File: src/rtl/e203_plic_claim_mstr.sv
// ---------------------------------------------------------------------------
// e203_plic_claim_mstr
//
// Hardware claim/complete initiator for the PLIC, on the hart side of the
// external interrupt line. When ext_irq is pending and en is set it reads the
// PLIC claim register over ICB. It then hands the claimed source ID to a
// consumer through a valid/ready handshake. When the consumer pulses done,
// it writes the same ID back to the complete register.
//
// Optional build macro: E203_PLIC_CLAIM_TMO_EN
//   When defined, a response watchdog aborts a *_RSP wait after TMO_CYC
//   cycles. It also keeps icb_rsp_ready high in IDLE so that late responses
//   are drained.
//
// Ports
//   clk, rst          clock, synchronous active-high reset
//   en                allows new claims to start
//   ext_irq           PLIC external interrupt (level)
//   icb_cmd_*         ICB command channel (read = claim, write = complete)
//   icb_rsp_*         ICB response channel
//   id_valid/id_ready claimed-ID handshake to the consumer; id holds the ID
//   done              consumer pulse: servicing finished, issue complete
//   busy              FSM not in IDLE
//   spur_cnt          saturating count of spurious claims
//   err               one-cycle pulse on ICB response error (or timeout)
// ---------------------------------------------------------------------------
module e203_plic_claim_mstr #(
    parameter int unsigned          ADDR_W     = 32,
    parameter int unsigned          DW         = 32,
    parameter int unsigned          ID_W       = 5,
    parameter int unsigned          NUM_SRC    = 16,
    parameter logic [ADDR_W-1:0]    CLAIM_ADDR = 32'h0C20_0004,
    parameter int unsigned          TMO_CYC    = 255
) (
    input  logic                clk,
    input  logic                rst,
    input  logic                en,
    input  logic                ext_irq,
    output logic                icb_cmd_valid,
    input  logic                icb_cmd_ready,
    output logic [ADDR_W-1:0]   icb_cmd_addr,
    output logic                icb_cmd_read,
    output logic [DW-1:0]       icb_cmd_wdata,
    output logic [DW/8-1:0]     icb_cmd_wmask,
    input  logic                icb_rsp_valid,
    output logic                icb_rsp_ready,
    input  logic                icb_rsp_err,
    input  logic [DW-1:0]       icb_rsp_rdata,
    output logic                id_valid,
    input  logic                id_ready,
    output logic [ID_W-1:0]     id,
    input  logic                done,
    output logic                busy,
    output logic [7:0]          spur_cnt,
    output logic                err
);

    typedef enum logic [2:0] {
        IDLE, CLM_CMD, CLM_RSP, DELIV, WAIT_DONE, CMP_CMD, CMP_RSP
    } state_t;

    state_t          state, state_nxt;
    logic [ID_W-1:0] id_q;
    logic [7:0]      spur_q;
    logic            err_q;
    logic            in_rsp;
    logic            tmo_hit;
    logic [ID_W-1:0] rsp_id;
    logic            rsp_spur;

    function automatic logic [7:0] sat_inc8(input logic [7:0] v);
        return (v == 8'hFF) ? v : v + 8'd1;
    endfunction

    assign in_rsp = (state == CLM_RSP) || (state == CMP_RSP);
    assign rsp_id = icb_rsp_rdata[ID_W-1:0];
    // The claim value is spurious if it is the reserved ID 0, lies beyond the
    // implemented sources, or has stray upper bits set.
    assign rsp_spur = (rsp_id == '0) || (32'(rsp_id) > NUM_SRC) ||
                      (icb_rsp_rdata[DW-1:ID_W] != '0);

`ifdef E203_PLIC_CLAIM_TMO_EN
    localparam logic [7:0] TMO_LIM = TMO_CYC[7:0];
    logic [7:0] tmo_cnt;

    assign tmo_hit = in_rsp && !icb_rsp_valid && ((tmo_cnt + 8'd1) == TMO_LIM);

    // Held at zero outside the response states, so every entry starts fresh.
    always_ff @(posedge clk) begin
        if (rst || !in_rsp || tmo_hit)
            tmo_cnt <= 8'd0;
        else if (!icb_rsp_valid)
            tmo_cnt <= tmo_cnt + 8'd1;
    end
`else
    localparam logic [7:0] TMO_LIM = TMO_CYC[7:0];
    logic unused_tmo;
    assign unused_tmo = ^TMO_LIM;
    assign tmo_hit    = 1'b0;
`endif

    // State register plus the small amount of datapath state.
    always_ff @(posedge clk) begin
        if (rst) begin
            state  <= IDLE;
            id_q   <= '0;
            spur_q <= 8'd0;
            err_q  <= 1'b0;
        end else begin
            state <= state_nxt;
            err_q <= (in_rsp && icb_rsp_valid && icb_rsp_err) || tmo_hit;
            if (state == CLM_RSP && icb_rsp_valid) begin
                id_q <= rsp_id;
                if (!icb_rsp_err && rsp_spur)
                    spur_q <= sat_inc8(spur_q);
            end
        end
    end

    // Next-state logic.
    always_comb begin
        state_nxt = state;
        case (state)
            IDLE:      if (en && ext_irq)  state_nxt = CLM_CMD;
            CLM_CMD:   if (icb_cmd_ready)  state_nxt = CLM_RSP;
            CLM_RSP: begin
                if (icb_rsp_valid)
                    state_nxt = (icb_rsp_err || rsp_spur) ? IDLE : DELIV;
                else if (tmo_hit)
                    state_nxt = IDLE;
            end
            DELIV:     if (id_ready)       state_nxt = WAIT_DONE;
            WAIT_DONE: if (done)           state_nxt = CMP_CMD;
            CMP_CMD:   if (icb_cmd_ready)  state_nxt = CMP_RSP;
            CMP_RSP:   if (icb_rsp_valid || tmo_hit) state_nxt = IDLE;
            default:                       state_nxt = IDLE;
        endcase
    end

    // Output decode; everything is a function of registered state only.
    always_comb begin
        icb_cmd_valid = 1'b0;
        icb_cmd_read  = 1'b0;
        icb_cmd_wdata = '0;
        icb_cmd_wmask = '0;
        icb_rsp_ready = 1'b0;
        id_valid      = 1'b0;
        case (state)
            CLM_CMD: begin
                icb_cmd_valid = 1'b1;
                icb_cmd_read  = 1'b1;
            end
            CMP_CMD: begin
                icb_cmd_valid = 1'b1;
                icb_cmd_wdata = {{(DW-ID_W){1'b0}}, id_q};
                icb_cmd_wmask = '1;
            end
            CLM_RSP, CMP_RSP: icb_rsp_ready = 1'b1;
            DELIV:            id_valid      = 1'b1;
`ifdef E203_PLIC_CLAIM_TMO_EN
            IDLE:             icb_rsp_ready = 1'b1;
`endif
            default: ;
        endcase
    end

    assign icb_cmd_addr = CLAIM_ADDR;
    assign id           = id_q;
    assign busy         = (state != IDLE);
    assign spur_cnt     = spur_q;
    assign err          = err_q;

endmodule

File: config.mk
export PLATFORM = sky130hd
export DESIGN_NAME = e203_plic_claim_mstr
export DESIGN_NICKNAME = d
export VERILOG_FILES = /design/src/rtl/e203_plic_claim_mstr.sv
export SDC_FILE = /design/constraint.sdc
export NUM_CORES = 1
export LEC_CHECK = 0
export BUFFER_PORTS_ARGS = -buffer_cell sky130_fd_sc_hd__buf_4
export CAP_MARGIN = 20
export CORE_UTILIZATION = 40
export CTS_BUF_LIST = sky130_fd_sc_hd__clkbuf_4 sky130_fd_sc_hd__clkbuf_8 sky130_fd_sc_hd__clkbuf_16
export DETAILED_ROUTE_END_ITERATION = 8
export PLACE_DENSITY = 0.85
export RECOVER_POWER = 50
export SYNTH_ARGS = -nofsm -noshare
export SYNTH_HDL_FRONTEND = slang
export SYNTH_SLANG_ARGS = --single-unit
File: constraint.sdc
create_clock -name clk -period 4.5 [get_ports clk]
set_clock_uncertainty 0.05 [all_clocks]
set_input_delay 0.9 -clock clk [delete_from_list [all_inputs] [get_ports clk]]
set_output_delay 0.9 -clock clk [all_outputs]
set_load 0.1 [all_outputs]
Word-level counts from Yosys, hierarchy flattened. Cells that the tools add are included.

Latch bits: 0. Output and inout port bits: 87. Memory bits (read-only): 0. Register bits after elaboration: 17. Memories kept: 0. Input bits: 41. Memory bits (writable): 0. Word-level logic and storage cells: 54.

Divide/modulo/power cells: 0. Add/sub/neg operators: 1. Order comparisons: 1. Reductions and logical operators: 18. Bitwise logic cells: 1. Equality and inequality tests: 14. Multiply operators: 0. Muxes and demuxes: 15. Shift-type cells: 0.

Operators by type and width (number): 27-bit nonzero test (1); 3-bit 2-to-1 mux (7); 3-bit one-hot mux with 7 select lines (1); 2-bit != test (second input constant) (7); 3-bit equality test (second input constant) (3); 8-bit by 1-bit adder with 8-bit output (second input constant) (1); 8-bit equality test (second input constant) (1); 7-bit AND reduction (1); 3-bit by 2-bit equality test with 1-bit output (second input constant) (2); 5-bit > comparator (second input constant) (1); 1-bit logical AND (5); 5-bit logical NOT (1); 5-bit 2-to-1 mux (1); 1-bit logical OR (4); 1-bit 2-to-1 mux (4); 4-bit 2-to-1 mux (1); 2-bit OR reduction (2); 3-bit by 1-bit equality test with 1-bit output (second input constant) (1); 3-bit logical NOT (1); 3-bit AND reduction (1); 3-bit nonzero test (1); 2-bit 2-to-1 mux (1); 1-bit logical NOT (1); 1-bit NOT (1).

Longest topological paths before layout. Gate-level depths: netlist of run 1.

Depth after elaboration: 7. Depth in mapped cells: 7. Depth with buffers taken out: 6.

Worst setup path before layout of run 1. No wires, ideal clock.

Path type: flip-flop to output port. From: reg state[1]. To: out icb_cmd_wmask[1]. Path buffers: 2. Cell stages (with the launch flop): 5. Slack: 284 ps. Required time: 3550 ps. Arrival: 3266 ps. Path through: dfxtp_1 -> clkbuf_1 -> nor2_1 -> and2_1 -> buf_4.

Cells in the longest elaborated chain, start to end: 2.

Ends and longest elaborated chain: start: declaration (RTL line 62) `state_t state, state_nxt;`; start signal: assignment (RTL line 110) `state <= state_nxt;`; 3-bit equality test (RTL line 148) `case (state)`; 4-bit 2-to-1 mux (RTL line 148); end: declaration (RTL line 44) `output logic [DW/8-1:0] icb_cmd_wmask,`.

Every way passes these cells.

Worst setup path after layout of run 1.
From: reg state[0]. To: out icb_cmd_wmask[1].

The elaborated chain is that of the path after synthesis.

==> report_table.html, run 1 <==
<table>
<tr><th>Metric</th><th>Value</th></tr>
<tr><th colspan="2">Detailed routing</th></tr>
<tr><td>DRC viols</td><td>0</td></tr>
<tr><td>Post-detailed-route wirelength per cell</td><td>about 10 um</td></tr>
<tr><td>Detailed Route Iter0 Violations</td><td>49</td></tr>
<tr><td>Initial DRT Pass Iterations</td><td>4</td></tr>
<tr><td>Detailed Route WL</td><td>2893 um</td></tr>
<tr><td>Vias per cell</td><td>roughly 4.3</td></tr>
<tr><td>Total via count after detailed routing</td><td>1252</td></tr>
<tr><td>Number of nets with antenna violations after detailed routing</td><td>0</td></tr>
<tr><th colspan="2">Synthesis</th></tr>
<tr><td>Synth Instances</td><td>183</td></tr>
<tr><td>Number of enable-type register cells in the synthesized netlist</td><td>0</td></tr>
<tr><td>Synthesized flop and latch total</td><td>17</td></tr>
<tr><td>Cell types occupying the most area after synthesis</td><td>buf_4, dfxtp_1, a21oi_1, nand2_1, nor4_1</td></tr>
<tr><td>Leading post-synthesis cells by instance count</td><td>buf_4, dfxtp_1, nand2_1, a21oi_1, nor2_1</td></tr>
<tr><td>Yosys Warn Count</td><td>0</td></tr>
<tr><td>Mean area per synthesized cell</td><td>roughly 7.7 um2</td></tr>
<tr><td>Area of the mapped netlist</td><td>roughly 1400 um2</td></tr>
<tr><td>Share of the yosys chip area belonging to registers</td><td>0.2413</td></tr>
<tr><td>Synth top area share</td><td>0.3354</td></tr>
<tr><td>Library cells used by synthesis</td><td>36</td></tr>
<tr><td>Leading area contributor after synthesis</td><td>buf_4</td></tr>
<tr><td>Share of flip-flops with an asynchronous set or reset</td><td>0</td></tr>
<tr><td>Most repeated cell in the gate-level netlist after synthesis</td><td>buf_4</td></tr>
<tr><td>Main flop type after synthesis</td><td>dfxtp_1</td></tr>
<tr><th colspan="2">Timing</th></tr>
<tr><td>Period minus WS final</td><td>about 2.8 ns</td></tr>
<tr><td>Final Cycle Share</td><td>0.6186</td></tr>
<tr><td>Final hold vios</td><td>0</td></tr>
<tr><td>Final WS setup</td><td>1.716 ns</td></tr>
<tr><td>Post-Route Setup TNS</td><td>0 ns</td></tr>
<tr><td>Final Setup Violations</td><td>0</td></tr>
<tr><td>Slew at the pin closest to its max-slew limit</td><td>approximately 1.2 ns</td></tr>
<tr><td>Relative slew slack</td><td>0.2178</td></tr>
<tr><td>Achievable Freq</td><td>~360 MHz</td></tr>
<tr><td>Max-slew violation count</td><td>0</td></tr>
<tr><td>Setup repair after global routing missed its margin</td><td>no</td></tr>
<tr><th colspan="2">Floorplan</th></tr>
<tr><td>Number of top-level pins</td><td>between 100 and 150</td></tr>
<tr><td>Initial core utilization</td><td>0.4193</td></tr>
<tr><td>Horizontal die dimension</td><td>about 61 um</td></tr>
<tr><td>Number of placement rows</td><td>21</td></tr>
<tr><td>Core Area</td><td>roughly 3400 um2</td></tr>
<tr><td>Vertical die dimension</td><td>roughly 60 um</td></tr>
<tr><td>Full die area</td><td>about 3800 um2</td></tr>
<tr><th colspan="2">Clock network</th></tr>
<tr><td>Inserted Clock Buffers</td><td>3</td></tr>
<tr><td>Clock slew seen by the registers of the worst setup and hold paths</td><td>around 0.10 ns</td></tr>
<tr><td>Hold bufs inserted after CTS</td><td>0</td></tr>
<tr><td>Quantity of gates resized following cts</td><td>0</td></tr>
<tr><td>H-Tree Depth</td><td>1</td></tr>
<tr><td>Sink Count</td><td>17</td></tr>
<tr><td>Clock tree from TritonCTS</td><td>yes</td></tr>
<tr><td>CTS root buf</td><td>clkbuf_4</td></tr>
<tr><td>Clock latency on the worst-skew pair</td><td>0.29 ns</td></tr>
<tr><td>Post CTS Setup Buffer Count</td><td>0</td></tr>
<tr><td>Clock tree buffer depth</td><td>2</td></tr>
<tr><th colspan="2">Place</th></tr>
<tr><td>Routability congestion estimate from global placement</td><td>0.7985</td></tr>
<tr><td>Placement Setup Slack</td><td>1.664 ns</td></tr>
<tr><td>Port Buffer Count</td><td>68</td></tr>
<tr><td>HPWL after detailed placement</td><td>around 2300 um</td></tr>
<tr><td>Post-Place Cell Area</td><td>between 1500 and 2000 um2</td></tr>
<tr><th colspan="2">Cells and area</th></tr>
<tr><td>Fraction of final layout cells sized beyond drive strength 1</td><td>0.2623</td></tr>
<tr><td>Area delta synth-&gt;final</td><td>17.66%</td></tr>
<tr><td>Antenna Diode Count</td><td>0</td></tr>
<tr><td>Layout Cell Area excl Fill</td><td>around 1700 um2</td></tr>
<tr><td>Final #Nets</td><td>roughly 290</td></tr>
<tr><th colspan="2">Min path</th></tr>
<tr><td>Type of the worst min-delay path</td><td>flop to flop</td></tr>
<tr><td>Worst hold path startpoint</td><td>id[4]</td></tr>
<tr><td>Terminating pin of the worst hold path</td><td>id[4]</td></tr>
<tr><td>Worst Hold Path Cells</td><td>2</td></tr>
<tr><th colspan="2">Global route</th></tr>
<tr><td>Met1 capacity usage during global routing</td><td>0.1869</td></tr>
<tr><td>Wire length of the first global-routing pass</td><td>approximately 4300 um</td></tr>
<tr><td>Overall track demand over capacity in global routing</td><td>0.1540</td></tr>
<tr><td>Pin count of the biggest net entering global routing</td><td>19</td></tr>
<tr><td>Met2 capacity usage during global routing</td><td>0.2764</td></tr>
<tr><td>Antenna violations before repair</td><td>0</td></tr>
<tr><td>Peak-usage layer in the global routing report</td><td>met2</td></tr>
<tr><td>M3 GR Usage</td><td>0.03992</td></tr>
<tr><td>Number of global-route vias before repair</td><td>about 1000</td></tr>
<tr><td>Global route overflow</td><td>0</td></tr>
<tr><th colspan="2">Power</th></tr>
<tr><td>Peak supply drop</td><td>roughly 150 uV</td></tr>
<tr><td>Leakage dissipation</td><td>0.7990 nW</td></tr>
<tr><td>Power per Cell Area</td><td>about 380 nW/um2</td></tr>
<tr><td>Overall Power</td><td>0.6287 mW</td></tr>
<tr><th colspan="2">Setup path</th></tr>
<tr><td>Data required time at the worst endpoint</td><td>~3.6 ns</td></tr>
<tr><td>Worst reg-to-reg setup slack</td><td>~2.4 ns</td></tr>
<tr><td>Worst-case reg-to-reg path depth</td><td>5</td></tr>
<tr><td>Critical path buffer and inverter count</td><td>2</td></tr>
<tr><td>Critical path's top delay family</td><td>simple AND/OR/NAND/NOR gates</td></tr>
<tr><td>Arrival @ worst endpoint</td><td>1.83 ns</td></tr>
<tr><td>Biggest cell delay along the critical path</td><td>between 0.4 and 0.5 ns</td></tr>
<tr><td>Startpoint types</td><td>flop</td></tr>
<tr><td>Destination of the worst register-to-register timing path</td><td>spur_cnt[7]</td></tr>
<tr><td>Worst-path fanout max</td><td>10</td></tr>
<tr><td>Critical Path, Cell by Cell</td><td>inv_1, nor2_1, and2_1, buf_4</td></tr>
<tr><td>Cell at the slowest stage of the critical path</td><td>dfxtp_1</td></tr>
<tr><td>Start-to-end type of the worst setup path</td><td>flop to output pin</td></tr>
<tr><td>Reg2reg start</td><td>state[1]</td></tr>
<tr><td>Endpoint class of the critical path</td><td>output pin</td></tr>
<tr><th colspan="2">Job</th></tr>
<tr><td>Maximum capacitance violations</td><td>0</td></tr>
<tr><th colspan="2">Run status</th></tr>
<tr><td>Outcome</td><td>complete, no violations</td></tr>
</table>
[how the worst max path moves through the flow]
stage	startpoint	to	slack, ns	cells after the start
2_1_floorplan	state[1]	icb_cmd_wmask[1]	0.28	4
3_3_place_gp	icb_rsp_rdata[14]	spur_cnt[7]	1.71	6
3_5_place_dp	icb_rsp_rdata[14]	spur_cnt[7]	1.66	6
4_1_cts	state[0]	icb_cmd_wmask[1]	1.72	4
5_1_grt	state[0]	icb_cmd_wmask[2]	1.58	4
6_report	state[0]	icb_cmd_wmask[1]	1.72	4
[power breakdown]
group / leakage [nW] / switching (mW) / total, mW / internal [mW]
clock network: 0.0177 / 0.0502 / 0.0833 / 0.0331
registers: 0.137 / 0.0101 / 0.166 / 0.156
logic: 0.644 / 0.330 / 0.379 / 0.0492
total: 0.799 / 0.390 / 0.629 / 0.238
[stage by stage]
step | std cells | util | hold WS (ns)
CTS | 290 | 0.5089 | 0.4312
finish | 290 | 0.4933 | 0.4236
global route | 290 | 0.4933 | 0.4485
detailed placement | 286 | 0.5007 | 0.4154
global placement | 286 | 0.5007 | 0.4055
floorplan | 240 | - | 0.5702
[cell type report]
cell class / instances / area, um2
Inverter: 4 / 15.01
Fill cell: 367 / 1704
Tap cell: 46 / 57.56
Multi-Input combinational cell: 151 / 760.7
Clock inverter: 1 / 5.005
Sequential cell: 17 / 340.3
Clock buffer: 3 / 22.52
Timing Repair Buffer: 68 / 457.9
[cell families after synthesis]
family | count (synthesis) | share of synthesized area
buf+inv | 72 | 0.3709
fa+ha+maj | 1 | 0.008872
other cells | 2 | 0.005326
flops | 17 | 0.2414
compound gates | 26 | 0.1109
simple gates | 61 | 0.2351
xor+xnor | 2 | 0.01242
mux | 2 | 0.01508
[placed cells by master (no fill, tap or decap), types with 2 or more instances in the layout]
master / n
conb_1: 59
buf_4: 53
dfxtp_1: 17
nand2_1: 14
clkbuf_1: 14
a21oi_1: 12
nor2_1: 9
nor4_1: 8
o21ai_0: 8
nand3_1: 6
and3_1: 5
inv_1: 4
nor3_1: 4
clkbuf_4: 4
or3_1: 3
nor3b_1: 2
or3_2: 2
xor2_1: 2
[layer usage]
metal	wire length [um]	up-vias	part of all wire
li1	-	627	-
met1	1225	567	0.42
met2	1426	56	0.49
met3	231	2	0.080
met4	10	0	0.0035
met5	0	-	0
[tightest hold or removal path, stage by stage, from the launching register on]
cell and delay, ns:
dfxtp_1 0.33, nand2_1 0.05, a21oi_1 0.05
[state kept, by name (all words and copies together) (netlist names)]
| signal | count |
|---|---|
| spur_cnt | 8 |
| id | 5 |
| err | 1 |
| state | 3 |
Power figures use the tool's default switching activity.
==> run 2, diff against run 1 <==
Settings changed: CORE_UTILIZATION 40 to 38, PLACE_DENSITY 0.85 to 0.82.
Clock period 4.5 ns to 2.9 ns, I/O delays scaled along.
==> run 2 against run 1 <==
Final cell count is 0.34% higher. Worst hold slack worse by 0.0075 ns. Critical path type unchanged. Design area grew 2.6%. Die area is 5.1% higher. Largest power group unchanged. Clock-buffer cell count is 1 higher. Largest cell class unchanged. Non-clock buffer count up 1.
==> report_table.html, run 2 (same netlist as run 1, synthesis figures left out) <==
<table>
<tr><th>Metric</th><th>Value</th></tr>
<tr><th colspan="2">Clock network</th></tr>
<tr><td>Post CTS Setup Buffer Count</td><td>0</td></tr>
<tr><td>Clock tree from TritonCTS</td><td>yes</td></tr>
<tr><td>Quantity of gates resized following cts</td><td>0</td></tr>
<tr><td>Clock slew seen by the registers of the worst setup and hold paths</td><td>roughly 0.060 ns</td></tr>
<tr><td>Clock tree buffer depth</td><td>2</td></tr>
<tr><td>Hold bufs inserted after CTS</td><td>0</td></tr>
<tr><td>Sink Count</td><td>17</td></tr>
<tr><td>Clock latency on the worst-skew pair</td><td>approximately 0.26 ns</td></tr>
<tr><td>Inserted Clock Buffers</td><td>3</td></tr>
<tr><td>H-Tree Depth</td><td>1</td></tr>
<tr><td>CTS root buf</td><td>clkbuf_8</td></tr>
<tr><th colspan="2">Power</th></tr>
<tr><td>Power per Cell Area</td><td>around 610 nW/um2</td></tr>
<tr><td>Register share of total power</td><td>0.249</td></tr>
<tr><td>Leakage dissipation</td><td>0.8131 nW</td></tr>
<tr><td>Clock network fraction of total power</td><td>0.182</td></tr>
<tr><td>Switching portion of total power</td><td>0.5878</td></tr>
<tr><td>Total internal power</td><td>0.4294 mW</td></tr>
<tr><td>Proportion of power drawn by combinational gates</td><td>0.570</td></tr>
<tr><td>Switching component of the power</td><td>around 0.61 mW</td></tr>
<tr><td>Peak supply drop</td><td>about 260 uV</td></tr>
<tr><th colspan="2">Detailed routing</th></tr>
<tr><td>Met3 wire length</td><td>between 200 and 300 um</td></tr>
<tr><td>Initial DRT Pass Iterations</td><td>4</td></tr>
<tr><td>Routed met1 length</td><td>~1100 um</td></tr>
<tr><td>Total via count after detailed routing</td><td>about 1300</td></tr>
<tr><td>Post-detailed-route wirelength per cell</td><td>roughly 10 um</td></tr>
<tr><td>Detailed Route Iter0 Violations</td><td>76</td></tr>
<tr><td>Detailed Route WL</td><td>2940 um</td></tr>
<tr><td>Vias per cell</td><td>around 4.3</td></tr>
<tr><td>DRC viols</td><td>0</td></tr>
<tr><td>Met2 Routed Length</td><td>roughly 1500 um</td></tr>
<tr><td>Number of nets with antenna violations after detailed routing</td><td>0</td></tr>
<tr><td>Top routing layer in use</td><td>met4</td></tr>
<tr><th colspan="2">Cells and area</th></tr>
<tr><td>Area taken by flip-flops and latches</td><td>about 340 um2</td></tr>
<tr><td>Filler Cells Inserted</td><td>between 300 and 400</td></tr>
<tr><td>Flip-flop count of the largest register after layout</td><td>8</td></tr>
<tr><td>Area of the multi-input gates</td><td>slightly below 800 um2</td></tr>
<tr><td>Layout Cell Area excl Fill</td><td>between 1500 and 2000 um2</td></tr>
<tr><td>Fraction of final layout cells sized beyond drive strength 1</td><td>0.2816</td></tr>
<tr><td>Antenna Diode Count</td><td>0</td></tr>
<tr><td>Final #Nets</td><td>approximately 290</td></tr>
<tr><td>Most common library cell in the layout ignoring fill and taps</td><td>conb_1</td></tr>
<tr><td>Area delta synth-&gt;final</td><td>20.67%</td></tr>
<tr><td>Commonest cells after routing, fill and taps aside</td><td>conb_1, buf_4, dfxtp_1</td></tr>
<tr><th colspan="2">Setup path</th></tr>
<tr><td>Startpoint types</td><td>flop</td></tr>
<tr><td>Worst reg-to-reg setup slack</td><td>a little under 0.8 ns</td></tr>
<tr><td>Cell at the slowest stage of the critical path</td><td>clkbuf_1</td></tr>
<tr><td>Critical path's top delay family</td><td>buffers and inverters</td></tr>
<tr><td>Endpoint class of the critical path</td><td>output pin</td></tr>
<tr><td>Startpoint of the most critical setup path</td><td>spur_cnt[2]</td></tr>
<tr><td>WP depth</td><td>1</td></tr>
<tr><td>Critical path buffer and inverter count</td><td>1</td></tr>
<tr><td>Data required time at the worst endpoint</td><td>2.27 ns</td></tr>
<tr><td>Start-to-end type of the worst setup path</td><td>flop to output pin</td></tr>
<tr><td>Biggest cell delay along the critical path</td><td>between 0.8 and 0.9 ns</td></tr>
<tr><td>Critical Path, Cell by Cell</td><td>clkbuf_1</td></tr>
<tr><td>Crit path to</td><td>spur_cnt[2]</td></tr>
<tr><td>Arrival @ worst endpoint</td><td>1.59 ns</td></tr>
<tr><td>Reg2reg start</td><td>state[1]</td></tr>
<tr><td>Worst-path fanout max</td><td>8</td></tr>
<tr><td>Worst-case reg-to-reg path depth</td><td>6</td></tr>
<tr><td>Destination of the worst register-to-register timing path</td><td>spur_cnt[7]</td></tr>
<tr><th colspan="2">Job</th></tr>
<tr><td>Maximum capacitance violations</td><td>0</td></tr>
<tr><th colspan="2">Floorplan</th></tr>
<tr><td>Horizontal die dimension</td><td>~63 um</td></tr>
<tr><td>Number of top-level pins</td><td>between 100 and 150</td></tr>
<tr><td>Core Area</td><td>around 3400 um2</td></tr>
<tr><td>Number of placement rows</td><td>21</td></tr>
<tr><td>Vertical die dimension</td><td>approximately 63 um</td></tr>
<tr><td>Full die area</td><td>approximately 4000 um2</td></tr>
<tr><td>Initial core utilization</td><td>0.4097</td></tr>
<tr><th colspan="2">Timing</th></tr>
<tr><td>Post-Route Setup TNS</td><td>0 ns</td></tr>
<tr><td>Relative slew slack</td><td>0.2086</td></tr>
<tr><td>Final Cycle Share</td><td>0.7662</td></tr>
<tr><td>Period minus WS final</td><td>between 2 and 2.5 ns</td></tr>
<tr><td>Slew at the pin closest to its max-slew limit</td><td>approximately 1.2 ns</td></tr>
<tr><td>Achievable Freq</td><td>between 400 and 500 MHz</td></tr>
<tr><td>Final hold vios</td><td>0</td></tr>
<tr><td>Setup repair after global routing missed its margin</td><td>no</td></tr>
<tr><td>Max-slew violation count</td><td>0</td></tr>
<tr><td>Final Setup Violations</td><td>0</td></tr>
<tr><th colspan="2">Global route</th></tr>
<tr><td>Number of global-route vias before repair</td><td>1128</td></tr>
<tr><td>Pin count of the biggest net entering global routing</td><td>19</td></tr>
<tr><td>Wire length of the first global-routing pass</td><td>5085 um</td></tr>
<tr><td>Antenna violations before repair</td><td>0</td></tr>
<tr><td>Overall track demand over capacity in global routing</td><td>0.1597</td></tr>
<tr><td>Global route overflow</td><td>0</td></tr>
<tr><th colspan="2">Place</th></tr>
<tr><td>Routability congestion estimate from global placement</td><td>between 0.7 and 0.8</td></tr>
<tr><td>Port Buffer Count</td><td>just under 70</td></tr>
<tr><td>HPWL after detailed placement</td><td>between 2000 and 2500 um</td></tr>
<tr><td>Post-Place Cell Area</td><td>between 1500 and 2000 um2</td></tr>
<tr><th colspan="2">Min path</th></tr>
<tr><td>Type of the worst min-delay path</td><td>flop to flop</td></tr>
<tr><th colspan="2">Run status</th></tr>
<tr><td>Outcome</td><td>complete, no violations</td></tr>
</table>
run 2: worst min-delay path by stage:
stage                         from  cells past startpoint        to  slack (ns)
final                        id[0]                      2     id[0]        0.42
after global routing         id[0]                      2     id[0]        0.46
after global placement       id[3]                      2     id[3]        0.41
after floorplan           state[2]                      3  state[0]        0.57
after detailed placement     id[3]                      2     id[3]        0.41
after CTS                    id[3]                      2     id[3]        0.42
run 2: metal layers:
layer  GRT usage  vias to the layer above
met1      0.1681                      556
li1            -                      632
met4     0.06977                        0
met2      0.2876                       61
met3     0.04927                        5
met5           0                        -
run 2: cell type report:
type	count	share of cell area
Multi-Input combinational cell	151	0.4551
Tap cell	46	0.03382
Sequential cell	17	0.2000
Clock buffer	4	0.02868
Inverter	4	0.008824
Timing Repair Buffer	69	0.2735
run 2: power by group through the flow:
stage / sequential, mW / combinational [mW] / clock [mW]
final: 0.259 / 0.593 / 0.189
after global routing: 0.262 / 0.613 / 0.207
after CTS: 0.259 / 0.597 / 0.195
after detailed placement: 0.265 / 0.596 / 0
after global placement: 0.264 / 0.595 / 0
after floorplan: 0.276 / 0.575 / 0
run 2: worst reg2reg max path, delay by kind of cell, from the launching register on:
kind | cells | cell delay, ns
AOI/OAI and AO/OA | 2 | 0.26
buffers and inverters | 1 | 0.18
DFF | 1 | 0.55
muxes | 1 | 0.36
and+or+nand+nor | 2 | 0.61
run 2: per-stage QoR:
stage / setup WS (ns) / utilization / hold WS (ns) / power (mW) / instances
2_1_floorplan: 0.2060 / - / 0.5702 / 0.8512 / 240
3_3_place_gp: 0.5834 / 0.4969 / 0.4052 / 0.8589 / 287
3_5_place_dp: 0.5686 / 0.4969 / 0.4126 / 0.8611 / 287
4_1_cts: 0.6659 / 0.5111 / 0.4216 / 1.052 / 291
5_1_grt: 0.5634 / 0.4944 / 0.4582 / 1.081 / 291
6_report: 0.6780 / 0.4944 / 0.4161 / 1.042 / 291
==> run 3, diff against run 2 <==
Settings changed: ABC_AREA from default to 1, CORE_UTILIZATION 38 to 36, PLACE_DENSITY 0.82 to 0.78.
Clock period 2.9 ns to 1.9 ns, I/O delays scaled along.
==> run 3 against run 2 <==
Total power grew 140%. Highest routed layer unchanged. Non-clock buffer count increased by 4. Wire length increased by 9.2%. Critical path depth grew 5.
==> report_table.html, run 3 <==
<table>
<tr><th>Metric</th><th>Value</th></tr>
<tr><th colspan="2">Cells and area</th></tr>
<tr><td>Most common library cell in the layout ignoring fill and taps</td><td>buf_4</td></tr>
<tr><td>Antenna Diode Count</td><td>0</td></tr>
<tr><td>Area delta synth-&gt;final</td><td>33.81%</td></tr>
<tr><td>Fraction of final layout cells sized beyond drive strength 1</td><td>0.3618</td></tr>
<tr><td>Final #Nets</td><td>about 350</td></tr>
<tr><td>Commonest cells after routing, fill and taps aside</td><td>buf_4, conb_1, nand2_1</td></tr>
<tr><td>Flip-flop count of the largest register after layout</td><td>8</td></tr>
<tr><th colspan="2">Floorplan</th></tr>
<tr><td>Initial core utilization</td><td>0.3840</td></tr>
<tr><td>Number of top-level pins</td><td>~130</td></tr>
<tr><td>Vertical die dimension</td><td>about 68 um</td></tr>
<tr><td>Core Area</td><td>4115 um2</td></tr>
<tr><td>Horizontal die dimension</td><td>~68 um</td></tr>
<tr><td>Number of placement rows</td><td>23</td></tr>
<tr><td>Full die area</td><td>around 4700 um2</td></tr>
<tr><th colspan="2">Setup path</th></tr>
<tr><td>Destination of the worst register-to-register timing path</td><td>spur_cnt[1]</td></tr>
<tr><td>Endpoint class of the critical path</td><td>output pin</td></tr>
<tr><td>Critical Path, Cell by Cell</td><td>inv_2, nand2_4, nor2_4, clkinvlp_4, nor2_4, buf_12</td></tr>
<tr><td>Worst reg-to-reg setup slack</td><td>0.41 ns</td></tr>
<tr><td>Data required time at the worst endpoint</td><td>~1.5 ns</td></tr>
<tr><td>Arrival @ worst endpoint</td><td>1.46 ns</td></tr>
<tr><td>Critical path's top delay family</td><td>buffers and inverters</td></tr>
<tr><td>Start-to-end type of the worst setup path</td><td>flop to output pin</td></tr>
<tr><td>Cell at the slowest stage of the critical path</td><td>dfxtp_2</td></tr>
<tr><td>Biggest cell delay along the critical path</td><td>roughly 0.33 ns</td></tr>
<tr><td>Startpoint types</td><td>flop</td></tr>
<tr><td>Worst-path fanout max</td><td>5</td></tr>
<tr><td>Critical path buffer and inverter count</td><td>3</td></tr>
<tr><td>Most prevalent standard cell on the critical path</td><td>nor2_4</td></tr>
<tr><td>Worst-case reg-to-reg path depth</td><td>9</td></tr>
<tr><td>Reg2reg start</td><td>spur_cnt[0]</td></tr>
<tr><th colspan="2">Clock network</th></tr>
<tr><td>CTS root buf</td><td>clkbuf_8</td></tr>
<tr><td>H-Tree Depth</td><td>1</td></tr>
<tr><td>Clock latency on the worst-skew pair</td><td>0.25 ns</td></tr>
<tr><td>Hold bufs inserted after CTS</td><td>0</td></tr>
<tr><td>Clock slew seen by the registers of the worst setup and hold paths</td><td>about 0.070 ns</td></tr>
<tr><td>Inserted Clock Buffers</td><td>3</td></tr>
<tr><td>Clock tree buffer depth</td><td>2</td></tr>
<tr><td>Clock tree from TritonCTS</td><td>yes</td></tr>
<tr><td>Sink Count</td><td>17</td></tr>
<tr><th colspan="2">Synthesis</th></tr>
<tr><td>Synth Instances</td><td>233</td></tr>
<tr><td>Share of the yosys chip area belonging to registers</td><td>0.2154</td></tr>
<tr><td>Most repeated cell in the gate-level netlist after synthesis</td><td>buf_4</td></tr>
<tr><td>Library cells used by synthesis</td><td>25</td></tr>
<tr><td>Synth top area share</td><td>0.2945</td></tr>
<tr><td>Leading area contributor after synthesis</td><td>buf_4</td></tr>
<tr><td>Leading post-synthesis cells by instance count</td><td>buf_4, nand2_1, nor2_1, inv_1, dfxtp_1</td></tr>
<tr><td>Synthesized flop and latch total</td><td>17</td></tr>
<tr><td>Number of enable-type register cells in the synthesized netlist</td><td>0</td></tr>
<tr><td>Yosys Warn Count</td><td>0</td></tr>
<tr><td>Main flop type after synthesis</td><td>dfxtp_1</td></tr>
<tr><td>Share of flip-flops with an asynchronous set or reset</td><td>0</td></tr>
<tr><td>Area of the mapped netlist</td><td>roughly 1600 um2</td></tr>
<tr><td>Cell types occupying the most area after synthesis</td><td>buf_4, dfxtp_1, nand2_1, nor2_1, a21oi_1</td></tr>
<tr><td>Mean area per synthesized cell</td><td>between 6 and 7 um2</td></tr>
<tr><th colspan="2">Place</th></tr>
<tr><td>Routability congestion estimate from global placement</td><td>0.8261</td></tr>
<tr><td>HPWL after detailed placement</td><td>between 2000 and 2500 um</td></tr>
<tr><td>Port Buffer Count</td><td>between 60 and 70</td></tr>
<tr><th colspan="2">Power</th></tr>
<tr><td>Proportion of power drawn by combinational gates</td><td>0.704</td></tr>
<tr><td>Total internal power</td><td>slightly below 0.9 mW</td></tr>
<tr><td>Power per Cell Area</td><td>around 1200 nW/um2</td></tr>
<tr><td>Switching portion of total power</td><td>0.6428</td></tr>
<tr><td>Leakage dissipation</td><td>roughly 1.1 nW</td></tr>
<tr><td>Clock network fraction of total power</td><td>0.113</td></tr>
<tr><td>Peak supply drop</td><td>approximately 800 uV</td></tr>
<tr><td>Register share of total power</td><td>0.182</td></tr>
<tr><td>Switching component of the power</td><td>between 1.5 and 2 mW</td></tr>
<tr><td>Overall Power</td><td>roughly 2.5 mW</td></tr>
<tr><th colspan="2">Detailed routing</th></tr>
<tr><td>Total via count after detailed routing</td><td>1433</td></tr>
<tr><td>Detailed Route WL</td><td>~3200 um</td></tr>
<tr><td>Detailed Route Iter0 Violations</td><td>approximately 40</td></tr>
<tr><td>Number of nets with antenna violations after detailed routing</td><td>0</td></tr>
<tr><td>Vias per cell</td><td>just over 4</td></tr>
<tr><td>Initial DRT Pass Iterations</td><td>4</td></tr>
<tr><td>Post-detailed-route wirelength per cell</td><td>between 9 and 10 um</td></tr>
<tr><td>DRC viols</td><td>0</td></tr>
<tr><th colspan="2">Timing</th></tr>
<tr><td>Final Cycle Share</td><td>0.9924</td></tr>
<tr><td>Setup repair after global routing missed its margin</td><td>yes</td></tr>
<tr><td>Max-slew violation count</td><td>0</td></tr>
<tr><td>Hold Worst Slack</td><td>roughly 0.34 ns</td></tr>
<tr><td>Achievable Freq</td><td>between 500 and 600 MHz</td></tr>
<tr><td>Post-Route Setup TNS</td><td>0 ns</td></tr>
<tr><td>Final Setup Violations</td><td>0</td></tr>
<tr><td>Final hold vios</td><td>0</td></tr>
<tr><td>Period minus WS final</td><td>about 1.9 ns</td></tr>
<tr><th colspan="2">Min path</th></tr>
<tr><td>Worst hold path startpoint</td><td>rst</td></tr>
<tr><td>Terminating pin of the worst hold path</td><td>spur_cnt[3]</td></tr>
<tr><td>Type of the worst min-delay path</td><td>input port to flop</td></tr>
<tr><td>Worst Hold Path Cells</td><td>2</td></tr>
<tr><th colspan="2">Global route</th></tr>
<tr><td>Number of global-route vias before repair</td><td>around 1100</td></tr>
<tr><td>Wire length of the first global-routing pass</td><td>4809 um</td></tr>
<tr><td>Pin count of the biggest net entering global routing</td><td>12</td></tr>
<tr><td>Overall track demand over capacity in global routing</td><td>0.1364</td></tr>
<tr><td>Antenna violations before repair</td><td>0</td></tr>
<tr><td>Global route overflow</td><td>0</td></tr>
<tr><th colspan="2">Run status</th></tr>
<tr><td>Outcome</td><td>complete, no violations</td></tr>
<tr><th colspan="2">Job</th></tr>
<tr><td>Maximum capacitance violations</td><td>0</td></tr>
</table>
[run 3: power groups by stage]
stage	logic [mW]	registers, mW	clock network (mW)
6_report	1.76	0.456	0.283
5_1_grt	1.84	0.461	0.304
4_1_cts	1.73	0.444	0.292
3_5_place_dp	1.68	0.452	0
3_3_place_gp	1.68	0.449	0
2_1_floorplan	1.36	0.618	0
[run 3: timing repair]
item	in CTS	in global routing
endpoints found under the setup margin	5	5
resized for setup	18	6
buffers inserted	3	2
pin swaps	2	3
[run 3: final cells by class]
type	count	area, um2
clock buffer	4	48.80
fill	407	2001
inverter	22	91.34
multi-input combinational	188	952.2
sequential	17	359.1
tap	50	62.56
timing repair buffer	73	600.6
[run 3: cells by family after synthesis]
kind of cell	count (synthesis)	share of synthesized area
simple gates	101	0.3246
buf+inv	85	0.3492
compound gates	22	0.07047
flops	17	0.2154
xor+xnor	5	0.02771
other cells	2	0.004752
fa+ha+maj	1	0.007916
[run 3: how the worst max path moves through the flow]
stage | from | endpoint | cells after the start
3_5_place_dp | state[1] | icb_cmd_wdata[2] | 6
4_1_cts | state[1] | icb_cmd_wdata[2] | 6
2_1_floorplan | state[1] | icb_cmd_wdata[0] | 5
6_report | state[1] | icb_cmd_wdata[1] | 6
3_3_place_gp | state[1] | icb_cmd_wdata[2] | 6
5_1_grt | state[1] | icb_cmd_wdata[1] | 6
[run 3: routing by layer]
metal,up-vias,global-route usage,share of wire
met4,0,0.06250,0.013
met1,612,0.1468,0.37
met3,4,0.01167,0.074
met2,73,0.2635,0.54
met5,-,0,0
li1,744,-,-
[run 3: per-stage QoR]
step | utilization | setup slack (ns) | area (um2) | std cells
final | 0.5138 | 0.01438 | 2115 | 354
after global routing | 0.5138 | -0.04505 | 2115 | 354
after CTS | 0.5059 | 0.02240 | 2082 | 352
after detailed placement | 0.4746 | 0.1273 | 1953 | 345
after global placement | 0.4746 | 0.1957 | 1953 | 345
after floorplan | - | -0.4955 | 1849 | 290
